===== src/rtl/rf_pkg.sv =====
// rf_pkg: shared widths, requester IDs and write-transaction type for reg_file_wr_arbiter
package rf_pkg;
  localparam int DATA_W = 4;
  localparam int ADDR_W = 2;
  localparam int NUM_REGS = 2 ** ADDR_W;
  typedef enum logic {REQ_ALU = 1'b0, REQ_LOAD = 1'b1} req_id_e;
  typedef struct packed {
    logic [ADDR_W-1:0] sel;
    logic [DATA_W-1:0] data;
  } wr_txn_t;
endpackage


===== src/rtl/rf_rr_arbiter.sv =====
// rf_rr_arbiter: 2-way grant (round-robin PRI under RF_ARB_RR_EN, else fixed req0) + LAST_GRANT; ports clk,rst_n,hold_i,valid_i[1:0] -> ready_o[1:0],last_o
module rf_rr_arbiter
  import rf_pkg::*;
(
  input  logic       clk,
  input  logic       rst_n,
  input  logic       hold_i,
  input  logic [1:0] valid_i,
  output logic [1:0] ready_o,
  output req_id_e    last_o
);
  logic [1:0] grant;
  req_id_e last_q, last_d;
`ifdef RF_ARB_RR_EN
  logic pri_q, pri_d;
  assign grant = &valid_i ? (pri_q ? 2'b10 : 2'b01) : valid_i;
  assign pri_d = |ready_o ? ready_o[0] : pri_q;
  always_ff @(posedge clk or negedge rst_n)
    if (!rst_n) pri_q <= 1'b0;
    else pri_q <= pri_d;
`else
  assign grant = valid_i[0] ? 2'b01 : valid_i;
`endif
  assign ready_o = (hold_i || !rst_n) ? 2'b00 : grant;
  assign last_d = |ready_o ? req_id_e'(ready_o[1]) : last_q;
  assign last_o = last_q;
  always_ff @(posedge clk or negedge rst_n)
    if (!rst_n) last_q <= REQ_ALU;
    else last_q <= last_d;
endmodule


===== src/rtl/reg_file_wr_arbiter.sv =====
// reg_file_wr_arbiter: 2-requester valid/ready arbiter driving a registered RF write port + BUSY mask; ports HOLD,REQ{0,1}_{VALID,READY,SEL,DATA},WR_{EN,SEL,DATA},BUSY,LAST_GRANT; RF_ARB_RR_EN selects round-robin
module reg_file_wr_arbiter
  import rf_pkg::*;
#(
  parameter int DATA_W = rf_pkg::DATA_W,
  parameter int ADDR_W = rf_pkg::ADDR_W
) (
  input  logic                 clk,
  input  logic                 rst_n,
  input  logic                 HOLD,
  input  logic                 REQ0_VALID,
  output logic                 REQ0_READY,
  input  logic [ADDR_W-1:0]    REQ0_SEL,
  input  logic [DATA_W-1:0]    REQ0_DATA,
  input  logic                 REQ1_VALID,
  output logic                 REQ1_READY,
  input  logic [ADDR_W-1:0]    REQ1_SEL,
  input  logic [DATA_W-1:0]    REQ1_DATA,
  output logic                 WR_EN,
  output logic [ADDR_W-1:0]    WR_SEL,
  output logic [DATA_W-1:0]    WR_DATA,
  output logic [2**ADDR_W-1:0] BUSY,
  output logic                 LAST_GRANT
);
  localparam int NR = 2 ** ADDR_W;
  localparam logic [0:0] IDLE = 1'b0;
  localparam logic [0:0] WRITE = 1'b1;
  logic [1:0] ready;
  req_id_e last;
  logic [0:0] state_q, state_d;
  logic [ADDR_W-1:0] sel_q, sel_d;
  logic [DATA_W-1:0] data_q, data_d;
  rf_rr_arbiter u_arb (
    .clk    (clk),
    .rst_n  (rst_n),
    .hold_i (HOLD),
    .valid_i({REQ1_VALID, REQ0_VALID}),
    .ready_o(ready),
    .last_o (last)
  );
  assign REQ0_READY = ready[0];
  assign REQ1_READY = ready[1];
  assign LAST_GRANT = last;
  always_comb begin
    state_d = |ready ? WRITE : IDLE;
    sel_d = ready[1] ? REQ1_SEL : ready[0] ? REQ0_SEL : sel_q;
    data_d = ready[1] ? REQ1_DATA : ready[0] ? REQ0_DATA : data_q;
  end
  always_ff @(posedge clk or negedge rst_n)
    if (!rst_n) begin
      state_q <= IDLE;
      sel_q <= '0;
      data_q <= '0;
    end else begin
      state_q <= state_d;
      sel_q <= sel_d;
      data_q <= data_d;
    end
  assign WR_EN = state_q == WRITE;
  assign WR_SEL = sel_q;
  assign WR_DATA = data_q;
  assign BUSY = WR_EN ? {{(NR-1){1'b0}}, 1'b1} << WR_SEL : '0;
endmodule

===== config.mk =====
export PLATFORM = sky130hd
export DESIGN_NAME = reg_file_wr_arbiter
export DESIGN_NICKNAME = d
export VERILOG_FILES = /design/src/rtl/rf_pkg.sv /design/src/rtl/rf_rr_arbiter.sv /design/src/rtl/reg_file_wr_arbiter.sv
export SDC_FILE = /design/constraint.sdc
export NUM_CORES = 1
export LEC_CHECK = 0
export CAP_MARGIN = 30
export CELL_PAD_IN_SITES_DETAIL_PLACEMENT = 1
export CELL_PAD_IN_SITES_GLOBAL_PLACEMENT = 1
export CORE_ASPECT_RATIO = 1.1
export CORE_UTILIZATION = 27
export CTS_BUF_LIST = sky130_fd_sc_hd__clkbuf_8
export DETAILED_ROUTE_END_ITERATION = 8
export PLACE_DENSITY = 0.95
export SLEW_MARGIN = 20
export SYNTH_ARGS = -nofsm -noshare
export SYNTH_HDL_FRONTEND = slang
export SYNTH_SLANG_ARGS = --single-unit

===== constraint.sdc =====
create_clock -name clk -period 2.4 [get_ports clk]
set_input_delay 0.48 -clock clk [delete_from_list [all_inputs] [get_ports clk]]
set_output_delay 0.48 -clock clk [all_outputs]
set_load 0.02 [all_outputs]

==> impl_summary.txt <==
----------------------------------------------------
[Run status]
  Result of the run ... complete, no violations

[Detailed routing]
  Antenna-violating nets left ... 0
  Detailed-routing iteration count for the pre-antenna-repair pass ... 4
  DR vias ... 509
  Via density per instance ... 5.14
  1st-iter DRT viols ... 5
  Final routed DRC violation total ... 0
  Aggregate routed wire length ... 1380 microns
  Average detailed-routed wire length per instance ... 13.9 microns

[Synthesis]
  Netlist Area Pre-Place ... 463 sq um
  Fraction of the mapped netlist area in simple logic gates ... 0.295
  Most frequently used flop master after synthesis ... sky130_fd_sc_hd__dfrtp_1
  Net count of the mapped netlist ... 62
  Share of the synthesized area in the top cell type ... 0.432
  Most repeated cell in the gate-level netlist after synthesis ... sky130_fd_sc_hd__dfrtp_1
  Number of enable-type register cells in the synthesized netlist ... 0
  Share of the synthesized area in compound gates (AO/OA/AOI/OAI) ... 0.222
  Synthesis-stage register bit count ... 8
  Adder-cell share of the synthesized area ... 0
  Sequential fraction of the synthesis area ... 0.432
  FFs w/ async S/R, synth ... 1.00
  Post-synthesis xor/xnor area fraction ... 0
  Yosys top cell by area ... sky130_fd_sc_hd__dfrtp_1
  Number of standard cells after synthesis ... 45
  Count of synthesis-stage warnings from yosys ... 0
  Number of unique standard cell types used by synthesis ... 21
  Synthesized area divided by synthesized cell count ... 10.3 sq um
  Cells taking the most area after synthesis ... sky130_fd_sc_hd__dfrtp_1, sky130_fd_sc_hd__a221o_1, sky130_fd_sc_hd__nand4b_1, sky130_fd_sc_hd__nand2b_1, sky130_fd_sc_hd__a21oi_1
  Cell types with the highest counts after synthesis ... sky130_fd_sc_hd__dfrtp_1, sky130_fd_sc_hd__a21oi_1, sky130_fd_sc_hd__nand2b_1, sky130_fd_sc_hd__a221o_1, sky130_fd_sc_hd__nand4b_1
  Dominant combinational cell family by area after synthesis ... simple AND/OR/NAND/NOR gates
  Share of cell area taken by muxes after synthesis ... 0

[Setup path]
  Type of destination of the critical path ... primary output
  Register-to-Register Path Depth ... 3
  WP data required ... 1.92 ns
  Top Family by Delay on Critical Path ... buffers and inverters
  RR Endpoint ... WR_DATA[1]
  Crit Path Class ... flop to primary output
  Sequence of cells on the critical path ... nor3b_1 > clkdlybuf4s50_1
  Maximum fanout count along the critical path ... 6
  Cell depth of the worst setup path ... 2
  Maximum single-stage delay on the critical path ... 0.64 ns
  Origin of the critical flop-to-flop path ... WR_DATA[1]
  Critical Path Slowest Stage Cell ... sky130_fd_sc_hd__clkdlybuf4s50_1
  Launch point of the critical path ... WR_SEL[1]
  CP startpoint kind ... flop
  Endpoint of the most critical setup path ... BUSY[0]
  Buffers & Inverters on Critical Path ... 1
  Setup slack, reg-to-reg ... 1.49 ns
  Arrival time at the worst endpoint ... 1.53 ns

[Place]
  Number of placed instances, taps included ... 96
  # port buffers ... 30
  Routability congestion estimate from global placement ... 0.680
  Placed wire-length estimate ... 1070 microns
  Setup WS pre-CTS ... 0.0431 ns

[Finish]
  Core occupancy in the finished layout ... 0.541
  Final net count ... 101
  Diodes inserted ... 0
  Share of cells above drive strength 1 ... 0.159
  Area delta synth->final ... 86.5%
  Non-filler instance count after layout ... 99

[STA]
  Total Negative Setup Slacks ... 0 ns
  Pin slew with the least headroom to its limit ... 0.370 ns
  RSZ-0062 raised after global routing ... false
  Minimum hold slack ... 0.503 ns
  Clock Skews ... 0 ns
  Fmax achieved ... 0.498 GHz
  Period utilisation layout ... 0.836
  Minimum clock period after layout ... 2.01 ns
  Number of hold violations in the final report ... 0
  Worst slew margin relative to its limit ... 0.751
  Post-route worst setup slack ... 0.394 ns
  Final max-slew violation count ... 0
  Final Setup Violations ... 0

[CTS]
  Cell at the root of the clock tree ... sky130_fd_sc_hd__clkbuf_8
  Number of buffers created by CTS ... 3
  Clock net sink count ... 8
  H-Tree Depth ... 1
  Deepest clock path buffer count ... 2
  CTS tree ... built
  Worst-Skew Late Latency ... 0.22 ns
  Hold-fix buffers at CTS ... 0
  Clock-pin slew on the worst setup and hold paths ... 0.04 ns

[Die]
  Initial standard-cell utilization of the core ... 0.290
  Row Count ... 15
  Core footprint ... 0.00160 sq mm
  I/O pin count ... 31
  Die Height ... 45.4 microns
  Die area ... 0.00188 sq mm
  Horizontal die dimension ... 41.5 microns

[Power and ir drop]
  Worst ir drop on vdd ... 0.360 mV
  Static power due to leakage ... 0.000391 uW
  PD cells ... 603 mW/mm^2

[Global route]
  Number of antenna violations at the first check in global routing ... 0
  Largest net degree at the start of global routing ... 14
  Vias in the first global route ... 550
  Global-route wire length before repair ... 2380 microns
  Global route total overflow ... 0
  GRT Resource Usage Total ... 0.170

[Min path]
  Hold Path Class ... flop to flop

[Job]
  Maxcap violations ... 0

----------------------------------------------------
==> worst min path at each step <==
| stage | cells after the start | start | slack (ns) | to |
|---|---|---|---|---|
| final | 2 | u_arb.last_o | 0.50 | u_arb.last_o |
| after global routing | 2 | u_arb.last_o | 0.52 | u_arb.last_o |
| after CTS | 2 | u_arb.last_o | 0.50 | u_arb.last_o |
| after detailed placement | 2 | u_arb.last_o | 0.49 | u_arb.last_o |
| after global placement | 2 | u_arb.last_o | 0.49 | u_arb.last_o |
| after floorplan | 0 | rst_n | 0.18 | WR_DATA[0] |
==> cell families (layout without fill, tap and decap cells) <==
group           count (synthesis)  count (layout)
buf+inv                         4              41
simple gates                   19              19
flops                           8               8
compound gates                 14              14
==> worst reg2reg max path: cells and delay by family, from the launching register on <==
kind / cells / cell delay, ns
AO/OA/AOI/OAI: 2 / 0.32
flip-flops: 1 / 0.39
AND/OR/NAND/NOR: 1 / 0.08
==> metal layers <==
layer,track usage,share of wire,up-vias
li1,-,-,245
met1,0.187,0.41,242
met2,0.316,0.53,22
met3,0.0437,0.058,0
met4,0.0710,0,0
met5,0,0,-
==> cells in the final DEF, fill, tap and decap left out, types with 2 or more instances in the layout <==
cell type                         count
sky130_fd_sc_hd__clkdlybuf4s50_1     28
sky130_fd_sc_hd__dfrtp_1              8
sky130_fd_sc_hd__buf_4                7
sky130_fd_sc_hd__a21oi_1              5
sky130_fd_sc_hd__nand2b_1             5
sky130_fd_sc_hd__nand4b_1             4
sky130_fd_sc_hd__a221o_1              4
sky130_fd_sc_hd__clkbuf_8             3
sky130_fd_sc_hd__nor2_1               2
sky130_fd_sc_hd__a22oi_1              2
sky130_fd_sc_hd__o2bb2ai_1            2
sky130_fd_sc_hd__dlymetal6s2s_1       2
==> power by group <==
| part | internal [uW] | switching, uW |
|---|---|---|
| clock network | 109 | 51.8 |
| logic | 103 | 76.6 |
| registers | 159 | 21.6 |
==> area by class of cell <==
| cell class | count | area [sq um] |
|---|---|---|
| Clock buffer | 3 | 41.3 |
| Timing Repair Buffer | 37 | 358 |
| Multi-Input combinational cell | 33 | 239 |
| Fill cell | 180 | 732 |
| Sequential cell | 8 | 200 |
| Inverter | 1 | 3.75 |
| Tap cell | 17 | 21.3 |
==> stage by stage <==
step,instance area (sq um),total power (uW)
floorplan,463,259
global placement,817,356
detailed placement,817,363
CTS,858,528
global route,863,550
finish,863,520
==> state kept, by name (all words and copies together) (netlist names) <==
name and count:
WR_EN 1, WR_DATA 4, WR_SEL 2, u_arb.last_o 1
==> what timing repair did <==
action,in CTS,in global routing
buffers inserted,0,0
gates resized for setup,0,2
setup endpoints to repair,0,2
Power figures use the tool's default switching activity.
